**config.mk**
```make
export PLATFORM = sky130hd
export DESIGN_NAME = lc3_pipe_controller
export DESIGN_NICKNAME = d
export VERILOG_FILES = /design/src/rtl/lc3_pipe_controller.sv
export SDC_FILE = /design/constraint.sdc
export NUM_CORES = 1
export LEC_CHECK = 0
export CAP_MARGIN = 20
export CORE_MARGIN = 8
export CORE_UTILIZATION = 46
export DETAILED_ROUTE_END_ITERATION = 6
export GPL_TIMING_DRIVEN = 0
export HOLD_SLACK_MARGIN = 0.03
export MAX_ROUTING_LAYER = met4
export PLACE_DENSITY = 0.84
export SLEW_MARGIN = 20
export SYNTH_ARGS = -nofsm -noshare
export SYNTH_HDL_FRONTEND = slang
export SYNTH_SLANG_ARGS = --single-unit
export TNS_END_PERCENT = 1
```
**constraint.sdc**
```tcl
create_clock -name clock -period 3.3 [get_ports clock]
set_clock_uncertainty 0.2 [all_clocks]
set_input_delay 0.33 -clock clock [delete_from_list [all_inputs] [get_ports clock]]
set_output_delay 0.33 -clock clock [all_outputs]
set_load 0.1 [all_outputs]
```
**src/rtl/lc3_pipe_controller.sv**
```systemverilog
// Central sequencing controller for the LC-3 pipelined datapath.
// One FSM covers pipeline warm-up (after reset or a control-op flush), steady-state
// running, and the memory-access stall states.
//
// Ports:
//   clock, reset          rising-edge clock, asynchronous active-high reset
//   IR, IR_Exec           instruction in decode / execute
//   psr                   current NZP condition codes
//   complete_data         data-memory access done this cycle
//   enable_*              registered stage enables
//   mem_state             registered memory code: 0 rd, 1 indirect rd, 2 wr, 3 idle
//   br_taken              combinational, valid only in RUN
//   bypass_{alu,mem}_{1,2} combinational operand forwarding selects, only in RUN
module lc3_pipe_controller #(
  parameter int unsigned WARMUP_STAGES = 4,
  parameter int unsigned IW            = 16
) (
  input  logic          clock,
  input  logic          reset,
  input  logic [IW-1:0] IR,
  input  logic [IW-1:0] IR_Exec,
  input  logic [2:0]    psr,
  input  logic          complete_data,
  output logic          enable_updatePC,
  output logic          enable_fetch,
  output logic          enable_decode,
  output logic          enable_execute,
  output logic          enable_writeback,
  output logic [1:0]    mem_state,
  output logic          br_taken,
  output logic          bypass_alu_1,
  output logic          bypass_alu_2,
  output logic          bypass_mem_1,
  output logic          bypass_mem_2
);

  localparam logic [2:0] StWarmup = 3'd0;
  localparam logic [2:0] StRun    = 3'd1;
  localparam logic [2:0] StMemRd  = 3'd2;
  localparam logic [2:0] StMemInd = 3'd3;
  localparam logic [2:0] StMemWr  = 3'd4;

  localparam logic [1:0] MemRead  = 2'd0;
  localparam logic [1:0] MemInd   = 2'd1;
  localparam logic [1:0] MemWrite = 2'd2;
  localparam logic [1:0] MemIdle  = 2'd3;

  localparam logic [1:0] WcntLast = 2'(WARMUP_STAGES - 1);

  logic [2:0] state_q, state_d;
  logic [1:0] wcnt_q, wcnt_d;
  logic [4:0] en_q, en_d;     // {updatePC, fetch, decode, execute, writeback}
  logic [1:0] mem_q, mem_d;
  logic       ind_st_q, ind_st_d;  // indirect op is STI (else LDI)
  logic [2:0] ldr_q, ldr_d;        // destination of the last completed load
  logic       ldv_q, ldv_d;

  logic [3:0] op_ex, op_id;
  logic       ex_alu, ex_load, ex_ind, ex_store_dir, ex_store, ex_br, ex_jmp;
  logic       id_two_src, run;
  logic       unused_bits;

  assign op_ex = IR_Exec[IW-1 -: 4];
  assign op_id = IR[IW-1 -: 4];

  assign ex_alu       = op_ex inside {4'b0001, 4'b0101, 4'b1001, 4'b1110};
  assign ex_load      = op_ex inside {4'b0010, 4'b0110};
  assign ex_ind       = op_ex inside {4'b1010, 4'b1011};
  assign ex_store_dir = op_ex inside {4'b0011, 4'b0111};
  assign ex_store     = ex_store_dir | (op_ex == 4'b1011);
  assign ex_br        = (op_ex == 4'b0000);
  assign ex_jmp       = (op_ex == 4'b1100);
  // Only register-mode ADD/AND read a second source register.
  assign id_two_src   = ((op_id == 4'b0001) || (op_id == 4'b0101)) && !IR[5];

  assign unused_bits = ^{IR[11:9], IR[4:3], IR_Exec[8:0]};

  always_comb begin
    state_d  = state_q;
    wcnt_d   = wcnt_q;
    en_d     = en_q;
    mem_d    = mem_q;
    ind_st_d = ind_st_q;
    ldr_d    = ldr_q;
    ldv_d    = ldv_q;
    unique case (state_q)
      StWarmup: begin
        mem_d = MemIdle;
        en_d  = {2'b11, wcnt_q >= 2'd1, wcnt_q >= 2'd2, wcnt_q >= 2'd3};
        if (wcnt_q == WcntLast) begin
          state_d = StRun;
          wcnt_d  = 2'd0;
        end else begin
          wcnt_d = wcnt_q + 2'd1;
        end
      end
      StRun: begin
        en_d  = 5'h1f;
        mem_d = MemIdle;
        ldv_d = 1'b0;  // load-forwarding window is exactly one RUN cycle
        if (ex_load) begin
          state_d = StMemRd;
          en_d    = 5'h00;
          mem_d   = MemRead;
        end else if (ex_ind) begin
          state_d  = StMemInd;
          en_d     = 5'h00;
          mem_d    = MemInd;
          ind_st_d = op_ex[0];
        end else if (ex_store_dir) begin
          state_d = StMemWr;
          en_d    = 5'h00;
          mem_d   = MemWrite;
        end else if (ex_br || ex_jmp) begin
          // Flush regardless of outcome; the refill restarts from an idle cycle.
          state_d = StWarmup;
          wcnt_d  = 2'd0;
          en_d    = 5'h00;
        end
      end
      StMemInd: begin
        if (complete_data) begin
          state_d = ind_st_q ? StMemWr : StMemRd;
          mem_d   = ind_st_q ? MemWrite : MemRead;
        end
      end
      StMemRd: begin
        if (complete_data) begin
          state_d = StRun;
          en_d    = 5'h1f;
          mem_d   = MemIdle;
          ldr_d   = IR_Exec[11:9];
          ldv_d   = 1'b1;
        end
      end
      StMemWr: begin
        if (complete_data) begin
          state_d = StRun;
          en_d    = 5'h1f;
          mem_d   = MemIdle;
        end
      end
      default: begin
        state_d = StWarmup;
        wcnt_d  = 2'd0;
        en_d    = 5'h00;
        mem_d   = MemIdle;
      end
    endcase
  end

  always_ff @(posedge clock or posedge reset) begin
    if (reset) begin
      state_q  <= StWarmup;
      wcnt_q   <= 2'd0;
      en_q     <= 5'h00;
      mem_q    <= MemIdle;
      ind_st_q <= 1'b0;
      ldr_q    <= 3'd0;
      ldv_q    <= 1'b0;
    end else begin
      state_q  <= state_d;
      wcnt_q   <= wcnt_d;
      en_q     <= en_d;
      mem_q    <= mem_d;
      ind_st_q <= ind_st_d;
      ldr_q    <= ldr_d;
      ldv_q    <= ldv_d;
    end
  end

  assign run = (state_q == StRun);

  assign {enable_updatePC, enable_fetch, enable_decode, enable_execute, enable_writeback} = en_q;
  assign mem_state = mem_q;

  assign br_taken = run & (ex_br ? |(IR_Exec[11:9] & psr) : ex_jmp);

  assign bypass_alu_1 = run & ex_alu & (IR_Exec[11:9] == IR[8:6]);
  assign bypass_alu_2 = run & ex_alu & id_two_src & (IR_Exec[11:9] == IR[2:0]);
  // ALU forwarding wins; a store in execute never forwards.
  assign bypass_mem_1 = run & ldv_q & !ex_store & (ldr_q == IR[8:6]) & !bypass_alu_1;
  assign bypass_mem_2 = run & ldv_q & !ex_store & id_two_src & (ldr_q == IR[2:0]) &
                        !bypass_alu_2;

endmodule

```
==> results of run 1 <==
-- metrics by stage --
| step | hold slack [ns] | cells | TNS (ns) |
|---|---|---|---|
| finish | 0.1817 | 203 | 0 |
| global route | 0.2381 | 203 | 0 |
| CTS | 0.2199 | 203 | 0 |
| detailed placement | 0.2673 | 199 | -0.1734 |
| global placement | 0.2636 | 199 | -0.005038 |
| floorplan | 0.04231 | 137 | -1.097 |
-- routing by layer --
layer,vias up,share of wire (%),track usage [%]
met5,-,0,-
met4,0,1.7,4.439
met3,7,8.0,2.980
met2,58,48,27.36
met1,547,42,19.80
li1,569,-,-
-- worst max-delay path: cells and delay by family (launching register included) --
kind,cells,cell delay [ns]
buffers and inverters,1,1.17
DFF,1,0.46
and+or+nand+nor,3,0.73
-- cell families (layout without fill, tap and decap cells) --
kind of cell / count (synthesis) / count (layout)
mux: 5 / 5
compound gates: 37 / 37
simple gates: 47 / 47
fa+ha+maj: 3 / 3
xor+xnor: 14 / 14
flops: 16 / 16
buf+inv: 15 / 51
-- area by class of cell --
| cell class | instances | area [um^2] |
|---|---|---|
| fillers | 228 | 867.1 |
| multi-input cells | 106 | 748.2 |
| flip-flops and latches | 16 | 402.9 |
| repair buffers | 32 | 316.6 |
| plain buffers | 9 | 46.29 |
| well taps | 30 | 37.54 |
| clock buffers | 4 | 36.28 |
| inverters | 6 | 22.52 |
-- registers in the layout (all words and copies together) (netlist names) --
signal	flops
state_q	3
ind_st_q	1
wcnt_q	2
ldr_q	3
en_q	4
ldv_q	1
mem_state	2
-- synth_stat cells (3+ instances only) --
library cell / number
nand3_1: 4
inv_1: 6
nand2_1: 10
o21ai_0: 9
xnor2_1: 12
nor3_1: 7
buf_2: 4
dfrtp_1: 14
ha_1: 3
a21oi_1: 5
a22oi_1: 3
a21o_1: 4
nor2b_1: 3
mux2_2: 5
nor2_1: 9
-- worst min path at each step --
stage                     slack, ns        to  cells past startpoint
after global routing           0.24  ind_st_q                      2
final                          0.18   en_q[2]                      2
after CTS                      0.22  ind_st_q                      2
after detailed placement       0.27     ldv_q                      1
after floorplan                0.04   en_q[0]                      1
after global placement         0.26     ldv_q                      1
-- power by group --
group | switching [uW] | internal, uW
Sequential | 76.9 | 287
Clock | 68.0 | 67.4
Combinational | 529 | 304
==> out/results.tsv, run 1 <==
stage	metric	value	unit
outcome	status	completed	
grt	overflow	0	
timing	slew_viol_final	0	
yosys	synth_seq_cells	16	
timing	fmax	312.7	MHz
worst_setup_path	critical_path_required	2.77	ns
yosys	synth-simple-area-share	21.31	%
worst_setup_path	worstPathArrival	2.67	ns
clock_network	clkTransAtPathRegs	0.10	ns
job	drv_cap	0	
floorplanning	die_area	4510	um^2
routing	num_vias	1181	
worst_setup_path	rrSetupSlack	1.52	ns
floorplanning	coreArea	2477	um^2
yosys	yosys.area.top_type	dfrtp_1	
clock_network	cts_root_buffer	clkbuf_4	
placement	gp_congestion	0.9010	
floorplanning	start_util	48.59	%
yosys	dominantRegCellSynth	dfrtp_1	
yosys	async_flop_share	100.0	%
clock_network	clk_path_buf_depth	2	
clock_network	cts_tree	built	
worst_setup_path	cp-end-kind	output port	
clock_network	numCtsBuffers	3	
yosys	synth.area.mux_share	4.678	%
cells_and_area	drive_above_1_share	12.72	%
yosys	synth_cell_types	46	
worst_hold_path	min_path_type	in2async	
pwr	power.density	827.5	nW/um^2
yosys	synth-edff-count	0	
timing	worstMarginPinSlew	0.9777	ns
placement	placed_area	1578	um^2
routing	drc_errors	0	
routing	dr.first_iter.drc_count	91	
cells_and_area	nNetsFinal	215	
worst_setup_path	critPathMaxStageDelay	1.17	ns
yosys	ys_seq_area_share	33.47	%
floorplanning	dieWidth	67.16	um
routing	ant_nets	0	
grt	antenna_found_initial	0	
timing	rsz0062_at_grt	no	
yosys	syn_inst	137	
placement	dp_hpwl	2688	um
clock_network	htree_levels	1	
grt	grt_max_degree	17	
worst_setup_path	start_kind	register	
yosys	synth.area.top_cells	dfrtp_1 (29%), xnor2_1 (8.7%), mux2_2 (4.7%)	
floorplanning	rows	18	
worst_setup_path	worst-r2r-cell-count	4	
floorplanning	ios	50	
grt	grt_usage	16.39	%
cells_and_area	final_util	65.00	%
clock_network	cts_hold_buf	0	
worst_setup_path	endpoint	bypass_alu_1	
grt	grt_pass1_vias	1201	
worst_setup_path	cp_max_fo	7	
worst_setup_path	reg2reg_to	en_q[2]	
cells_and_area	final_common_cell	clkdlybuf4s50_1	
timing	fin_ws	0.1024	ns
floorplanning	die_y	67.16	um
worst_setup_path	critPathSlowestCell	clkdlybuf4s50_1	
timing	period_share	96.90	%
clock_network	clkSinkCount	16	
worst_setup_path	startpoint	state_q[2]	
timing	min_period	3.198	ns
worst_setup_path	r2r_start	state_q[2]	
yosys	synth_top_family_by_area	compound AO/OA/AOI/OAI gates	
cells_and_area	syn2layout_area_growth	33.78	%
timing	hold_viol	0	
timing	setup_viol	0	
yosys	synth_nets	178	
yosys	synthesis.area	1204	um^2
clock_network	post_cts_buffers	0	
clock_network	cts_resized	3	
yosys	avgSynthCellArea	8.786	um^2
routing	wl	3403	um
worst_setup_path	worstSetupPathType	reg2out	
yosys	synthXorXnorAreaFrac	10.19	%
placement	portBuffers	32	
pwr	vdd_drop_max	0.8040	mV
pwr	power	1333	uW
clock_network	clock_latency	0.30	ns
cells_and_area	final_area	1610	um^2
placement	place_ws	-0.09159	ns
yosys	yosysWarnings	0	
routing	wl_per_cell	16.76	um
timing	relSlewSlack	34.62	%
routing	first_pass_iters	4	
worst_setup_path	crit_chain	nand2b_4 -> nand2b_1 -> nor3_2 -> clkdlybuf4s50_1	
cells_and_area	insertedDiodeCount	0	
yosys	synthDominantCellAreaShare	29.11	%
pwr	leakage	0.0006530	uW
yosys	synth_fa_ha_area_share	3.119	%
grt	grt_pass1_wl	5692	um
routing	avgViaCountPerCell	5.818	
cells_and_area	layout_common_cells	clkdlybuf4s50_1 (29), dfrtp_1 (14), xnor2_1 (12), nand2_1 (10)	
yosys	synth_compound_area_share	21.52	%
(Power assumes the default switching activity.)
==> run 2, diff against run 1 <==
- CORE_UTILIZATION: 46 -> 43
- PLACE_DENSITY: 0.84 -> 0.79
- clock period: 3.3 -> 3.1 ns (I/O delays scaled with it)
==> run 2 against run 1 <==
Effect of this change:
- sequential share of layout area increased by 0.078 points
- largest cell class unchanged
- via count decreased by 0.93%
- wire length is 4.6% lower
- first-iteration DRC count is 60% lower
- critical path type is now in2out
- clock-buffer cell count unchanged
- utilization shrank 5.8 points
==> out/results.tsv, run 2 (same netlist as run 1, synthesis figures left out) <==
stage	metric	value	unit	change
grt	grt_usage	13.81	%	was 16.39%
routing	wl_met2	1525	um	was 1640 um
placement	dp_hpwl	2604	um	was 2688 um
routing	drc_errors	0		unchanged
floorplanning	start_util	44.41	%	was 48.59%
clock_network	cts_hold_buf	0		unchanged
worst_setup_path	worstSetupPathType	in2out		was reg2out
clock_network	cts_tree	built		unchanged
worst_setup_path	critPathMaxStageDelay	0.88	ns	was 1.17 ns
worst_setup_path	start_kind	input pin		was register
routing	top_layer_used	met4		unchanged
timing	fmax	328.5	MHz	
timing	slew_viol_final	0		unchanged
floorplanning	rows	19		was 18
pwr	p_int	700.7	uW	was 658.4 uW
routing	ant_nets	0		unchanged
pwr	clkPwrFrac	9.9	%	was 10.2%
timing	setup_viol	0		unchanged
cells_and_area	final_util	59.23	%	was 65.00%
worst_setup_path	worst-path-buf-inv	3		was 1
worst_setup_path	worstPathArrival	2.53	ns	was 2.67 ns
routing	first_pass_iters	4		unchanged
pwr	sw_frac_of_total	50.43	%	was 50.59%
placement	place_ws	-0.2560	ns	was -0.09159 ns
worst_setup_path	crit_chain	clkdlybuf4s50_1 -> buf_2 -> a21oi_1 -> a21oi_1 -> nor3_2 -> nor3_1 -> dlygate4sd2_1		was nand2b_4 -> nand2b_1 -> nor3_2 -> clkdlybuf4s50_1
worst_setup_path	worst-r2r-cell-count	5		was 4
worst_setup_path	reg2reg_to	ldr_q[0]		was en_q[2]
placement	dp.cells	200		was 199
clock_network	post_cts_buffers	0		unchanged
worst_setup_path	crit_family	buffers and inverters		unchanged
cells_and_area	final_common_cell	clkdlybuf4s50_1		unchanged
grt	overflow	0		unchanged
cells_and_area	largest_register_ffs	4		unchanged
clock_network	clkSinkCount	16		unchanged
timing	rsz0062_at_grt	no		unchanged
cells_and_area	regMostFlops	en_q		unchanged
pwr	leakage	0.0006589	uW	was 0.0006530 uW
routing	m1WireLength	1408	um	was 1431 um
grt	grt_pass1_vias	1184		was 1,201
timing	worstMarginPinSlew	0.9815	ns	was 0.9777 ns
worst_setup_path	crit_top_cell	a21oi_1		
timing	relSlewSlack	34.36	%	was 34.62%
timing	fin_setup_tns	0	ns	unchanged
placement	portBuffers	32		unchanged
pwr	comb_power_share	62.7	%	was 62.5%
cells_and_area	layout_common_cells	clkdlybuf4s50_1 (27), dfrtp_1 (14), xnor2_1 (12), nand2_1 (10)		was clkdlybuf4s50_1 (29), dfrtp_1 (14), xnor2_1 (12), nand2_1 (10)
pwr	power.density	880.6	nW/um^2	was 827.5 nW/um^2
cells_and_area	syn2layout_area_growth	33.37	%	was 33.78%
floorplanning	coreArea	2710	um^2	was 2477 um^2
timing	min_period	3.044	ns	
worst_setup_path	critPathSlowestCell	dlygate4sd2_1		was clkdlybuf4s50_1
clock_network	clock_latency	0.29	ns	was 0.30 ns
cells_and_area	reg.largest.list	en_q (4), ldr_q (3), state_q (3)		unchanged
routing	wl	3245	um	was 3403 um
worst_setup_path	critical_path_required	2.59	ns	was 2.77 ns
placement	gp_congestion	0.8704		was 0.9010
floorplanning	ios	50		unchanged
cells_and_area	insertedDiodeCount	0		unchanged
routing	avgViaCountPerCell	5.735		was 5.818
pwr	vdd_drop_max	0.7637	mV	was 0.8040 mV
timing	period_share	98.21	%	
pwr	power_frac_seq	27.3	%	about the same
cells_and_area	nNetsFinal	215		unchanged
clock_network	cts_resized	5		was 3
floorplanning	dieWidth	68.91	um	was 67.16 um
job	drv_cap	0		unchanged
worst_hold_path	min_path_type	in2async		unchanged
cells_and_area	final_cell_count_no_fill	204		was 203
floorplanning	die_y	68.91	um	was 67.16 um
timing	hold_viol	0		unchanged
worst_setup_path	cp_max_fo	10		was 7
clock_network	clk_path_buf_depth	2		unchanged
outcome	status	completed		unchanged
timing	fin_ws	0.05557	ns	was 0.1024 ns
worst_setup_path	rrSetupSlack	1.33	ns	was 1.52 ns
pwr	p_switching	712.9	uW	was 674.1 uW
clock_network	cts_root_buffer	clkbuf_4		unchanged
worst_setup_path	cp-end-kind	output port		unchanged
worst_setup_path	r2r_start	state_q[0]		was state_q[2]
clock_network	htree_levels	1		unchanged
routing	num_vias	1170		was 1,181
routing	wl_per_cell	15.91	um	was 16.76 um
grt	antenna_found_initial	0		unchanged
floorplanning	die_area	4748	um^2	was 4510 um^2
routing	met3_length	289	um	was 271 um
grt	grt_max_degree	17		unchanged
clock_network	numCtsBuffers	3		unchanged
clock_network	clkTransAtPathRegs	0.10	ns	about the same
routing	dr.first_iter.drc_count	36		was 91
cells_and_area	drive_above_1_share	13.29	%	was 12.72%
grt	grt_pass1_wl	5057	um	was 5692 um
## run 2: metal layers
metal | up-vias | GRT usage [%]
met4 | 0 | 3.509
met1 | 542 | 15.89
met3 | 5 | 2.585
li1 | 570 | -
met2 | 53 | 24.05
met5 | - | -
## run 2: final cells by class
class	count	area [um^2]
fill	242	1105
tap	31	38.79
buffer	9	46.29
timing repair buffer	32	310.3
sequential	16	402.9
multi-input combinational	106	748.2
inverter	6	22.52
clock buffer	4	36.28
## run 2: worst reg2reg max path: stages (launching register included)
cell,delay [ns]
dfrtp_1,0.43
buf_2,0.20
inv_1,0.10
nand2_1,0.07
nor2_1,0.26
mux2_2,0.38
## run 2: per-stage QoR
step / cell area, um^2 / total power (uW) / hold slack (ns)
2_1_floorplan: 1220 / 1064 / 0.02231
3_3_place_gp: 1579 / 1252 / 0.2681
3_5_place_dp: 1579 / 1279 / 0.2733
4_1_cts: 1609 / 1419 / 0.2004
5_1_grt: 1605 / 1496 / 0.2341
6_report: 1605 / 1414 / 0.1719
## run 2: power by group through the flow
stage               Combinational (uW)  Sequential [uW]  Clock, uW
global placement                   865              387          0
CTS                                890              388        142
detailed placement                 888              391          0
finish                             887              386        140
floorplan                          466              598          0
global route                       951              399        147
## run 2: how the worst max path moves through the flow
stage           startpoint      endpoint  slack (ns)  cells after the start
3_3_place_gp   IR_Exec[15]  bypass_mem_1       -0.17                      7
6_report       IR_Exec[15]  bypass_mem_2        0.06                      7
2_1_floorplan  IR_Exec[12]  bypass_mem_1       -0.71                      5
5_1_grt        IR_Exec[15]  bypass_mem_2        0.03                      7
4_1_cts        IR_Exec[15]  bypass_mem_1        0.04                      7
3_5_place_dp   IR_Exec[15]  bypass_mem_1       -0.26                      7
==> run 3, diff against run 2 <==
- ABC_AREA: default -> 1
- CORE_UTILIZATION: 43 -> 42
==> run 3 against run 2 <==
Effect of this change:
- worst hold slack improved by 0.0041 ns
- synthesized cell count is 13% higher
- utilization fell by 1.2 points
- clock power about the same
- power is 11% higher
- largest cell class unchanged
==> out/results.tsv, run 3 <==
stage	metric	value	unit	change
routing	wl_per_cell	12.44	um	was 15.91 um
cells_and_area	reg.largest.list	en_q (4), ldr_q (3), state_q (3)		unchanged
yosys	avgSynthCellArea	7.322	um^2	was 8.786 um^2
routing	wl_met2	1463	um	was 1525 um
floorplanning	rows	19		unchanged
pwr	comb_power_share	65.0	%	was 62.7%
timing	fmax	341.3	MHz	was 328.5 MHz
grt	overflow	0		unchanged
timing	relSlewSlack	34.93	%	was 34.36%
yosys	synth.area.top_cells	dfrtp_1 (31%), nand2_1 (17%), xnor2_1 (7.7%)		was dfrtp_1 (29%), xnor2_1 (8.7%), mux2_2 (4.7%)
timing	fin_ws	0.1701	ns	was 0.05557 ns
timing	hold_viol	0		unchanged
routing	avgViaCountPerCell	4.942		was 5.735
routing	top_layer_used	met4		unchanged
clock_network	clock_latency	0.30	ns	was 0.29 ns
routing	m1WireLength	1208	um	was 1408 um
clock_network	htree_levels	1		unchanged
yosys	synth_seq_cells	16		unchanged
yosys	synth_nets	196		was 178
floorplanning	start_util	42.62	%	was 44.41%
cells_and_area	final_common_cell	nand2_1		was clkdlybuf4s50_1
clock_network	clkSinkCount	16		unchanged
timing	setup_viol	0		unchanged
pwr	leakage	0.0007427	uW	was 0.0006589 uW
yosys	syn_inst	155		was 137
worst_setup_path	critical_path_required	2.59	ns	about the same
pwr	vdd_drop_max	0.7942	mV	was 0.7637 mV
yosys	dominantRegCellSynth	dfrtp_1		unchanged
placement	dp.cells	220		was 200
yosys	synthesis.area	1135	um^2	was 1204 um^2
yosys	synth.most_common_cell	nand2_1		was dfrtp_1
grt	grt_max_degree	17		unchanged
yosys	ys_seq_area_share	35.50	%	was 33.47%
cells_and_area	layout_common_cells	nand2_1 (51), clkdlybuf4s50_1 (29), nor2_1 (16), dfrtp_1 (14), inv_1 (12)		was clkdlybuf4s50_1 (27), dfrtp_1 (14), xnor2_1 (12), nand2_1 (10)
yosys	synth_cell_types	24		was 46
cells_and_area	final_area	1544	um^2	was 1605 um^2
cells_and_area	final_util	57.99	%	was 59.23%
floorplanning	ios	50		unchanged
floorplanning	dieWidth	67.98	um	was 68.91 um
cells_and_area	drive_above_1_share	12.44	%	was 13.29%
placement	gp_congestion	0.9275		was 0.8704
placement	portBuffers	34		was 32
floorplanning	coreArea	2663	um^2	was 2710 um^2
clock_network	cts_hold_buf	0		unchanged
outcome	status	completed		unchanged
placement	place_ws	-0.1082	ns	was -0.2560 ns
cells_and_area	regMostFlops	en_q		unchanged
clock_network	numCtsBuffers	3		unchanged
worst_setup_path	worstSetupPathType	in2out		unchanged
clock_network	cts_root_buffer	clkbuf_4		unchanged
placement	dp_hpwl	2341	um	was 2604 um
routing	ant_nets	0		unchanged
pwr	sw_frac_of_total	54.89	%	was 50.43%
worst_setup_path	cp_max_fo	7		was 10
timing	slew_viol_final	0		unchanged
cells_and_area	largest_register_ffs	4		unchanged
yosys	synth_common_cells	nand2_1 (51), nor2_1 (16), dfrtp_1 (14), inv_1 (12)		was dfrtp_1 (14), xnor2_1 (12), nand2_1 (10), nor2_1 (9), o21ai_0 (9)
placement	placed_area	1514	um^2	was 1579 um^2
pwr	clkPwrFrac	9.0	%	was 9.9%
yosys	yosysWarnings	0		unchanged
yosys	yosys.area.top_type	dfrtp_1		unchanged
pwr	p_switching	862.0	uW	was 712.9 uW
routing	met3_length	88	um	was 289 um
pwr	power.density	1017	nW/um^2	was 880.6 nW/um^2
pwr	power_frac_seq	25.9	%	was 27.3%
clock_network	cts_tree	built		unchanged
cells_and_area	final_cell_count_no_fill	224		was 204
clock_network	post_cts_buffers	0		unchanged
yosys	synth-edff-count	0		unchanged
timing	rsz0062_at_grt	no		unchanged
timing	worstMarginPinSlew	0.9731	ns	was 0.9815 ns
worst_setup_path	worstPathArrival	2.42	ns	was 2.53 ns
routing	wl	2786	um	was 3245 um
yosys	synthDominantCellAreaShare	30.87	%	was 29.11%
grt	grt_usage	13.55	%	was 13.81%
routing	first_pass_iters	4		unchanged
yosys	async_flop_share	100.0	%	unchanged
cells_and_area	n_fill_cell	254		was 242
timing	fin_setup_tns	0	ns	unchanged
routing	num_vias	1107		was 1,170
timing	period_share	94.51	%	was 98.21%
pwr	p_int	708.5	uW	was 700.7 uW
grt	grt_pass1_wl	4747	um	was 5057 um
routing	dr.first_iter.drc_count	34		was 36
clock_network	clk_path_buf_depth	2		unchanged
routing	drc_errors	0		unchanged
clock_network	clkTransAtPathRegs	0.10	ns	about the same
cells_and_area	insertedDiodeCount	0		unchanged
grt	antenna_found_initial	0		unchanged
worst_setup_path	start_kind	input pin		unchanged
job	drv_cap	0		unchanged
timing	min_period	2.930	ns	was 3.044 ns
cells_and_area	nNetsFinal	235		was 215
floorplanning	die_area	4621	um^2	was 4748 um^2
worst_setup_path	worst-r2r-cell-count	7		was 5
cells_and_area	syn2layout_area_growth	36.05	%	was 33.37%
grt	grt_pass1_vias	1108		was 1,184
worst_setup_path	cp-end-kind	output port		unchanged
worst_hold_path	min_path_type	in2async		unchanged
floorplanning	die_y	67.98	um	was 68.91 um
[run 3: final timing paths]
kind | to | from | slack, ns
worst max register to register | state_q[0] | state_q[0] | 1.53
min in group clock | ldv_q | ldv_q | 0.28
worst min register to register | ldv_q | ldv_q | 0.28
max in group asynchronous | en_q[2] | reset | 2.12
worst min-delay path | state_q[2] | reset | 0.18
worst max-delay path | bypass_mem_2 | IR_Exec[15] | 0.17
[run 3: logic make-up (layout without fill, tap and decap cells)]
| family | Yosys count | in the layout | share of synthesized area [%] |
|---|---|---|---|
| AND/OR/NAND/NOR | 92 | 92 | 36.83 |
| flip-flops | 16 | 16 | 35.50 |
| buffers and inverters | 15 | 53 | 5.292 |
| AO/OA/AOI/OAI | 14 | 14 | 6.835 |
| XOR/XNOR | 12 | 12 | 9.261 |
| adder cells (fa/ha/maj) | 3 | 3 | 3.308 |
| multiplexers | 3 | 3 | 2.977 |
[run 3: power by group through the flow]
stage / combinational, uW / sequential, uW / clock (uW)
floorplan: 531 / 667 / 0
global placement: 1000 / 404 / 0
detailed placement: 1030 / 412 / 0
CTS: 1030 / 407 / 147
global route: 1110 / 422 / 156
finish: 1020 / 407 / 142
[run 3: routing by layer]
metal | up-vias | global-route usage, %
met5 | - | -
met4 | 0 | 3.836
met3 | 5 | 4.092
met2 | 12 | 23.68
met1 | 522 | 14.45
li1 | 568 | -
[run 3: metrics by stage]
stage               hold slack, ns  power, uW
global route                0.2402       1693
detailed placement          0.2639       1441
global placement            0.2628       1408
finish                      0.1759       1570
CTS                         0.1907       1583
floorplan                  0.02231       1198
[run 3: what timing repair did]
action	CTS	global route
endpoints found under the hold margin	0	0
setup endpoints to repair	5	0
gates resized for setup	5	0
[run 3: area by class of cell]
| type | instances | area [um^2] | share of cell area, % |
|---|---|---|---|
| Sequential cell | 16 | 402.9 | 26.09 |
| Tap cell | 31 | 38.79 | 2.512 |
| Inverter | 14 | 52.55 | 3.404 |
| Buffer | 1 | 7.507 | 0.4862 |
| Clock buffer | 4 | 36.28 | 2.350 |
| Timing Repair Buffer | 34 | 334.1 | 21.64 |
| Multi-Input combinational cell | 124 | 671.9 | 43.52 |
[run 3: critical path, cell delays in order]
cell and delay (ns):
clkdlybuf4s50_1 0.59, nand2_1 0.13, inv_2 0.10, o21ai_0 0.07, nor2_1 0.14, nand4_1 0.10
nor2_1 0.10, dlygate4sd2_1 0.86
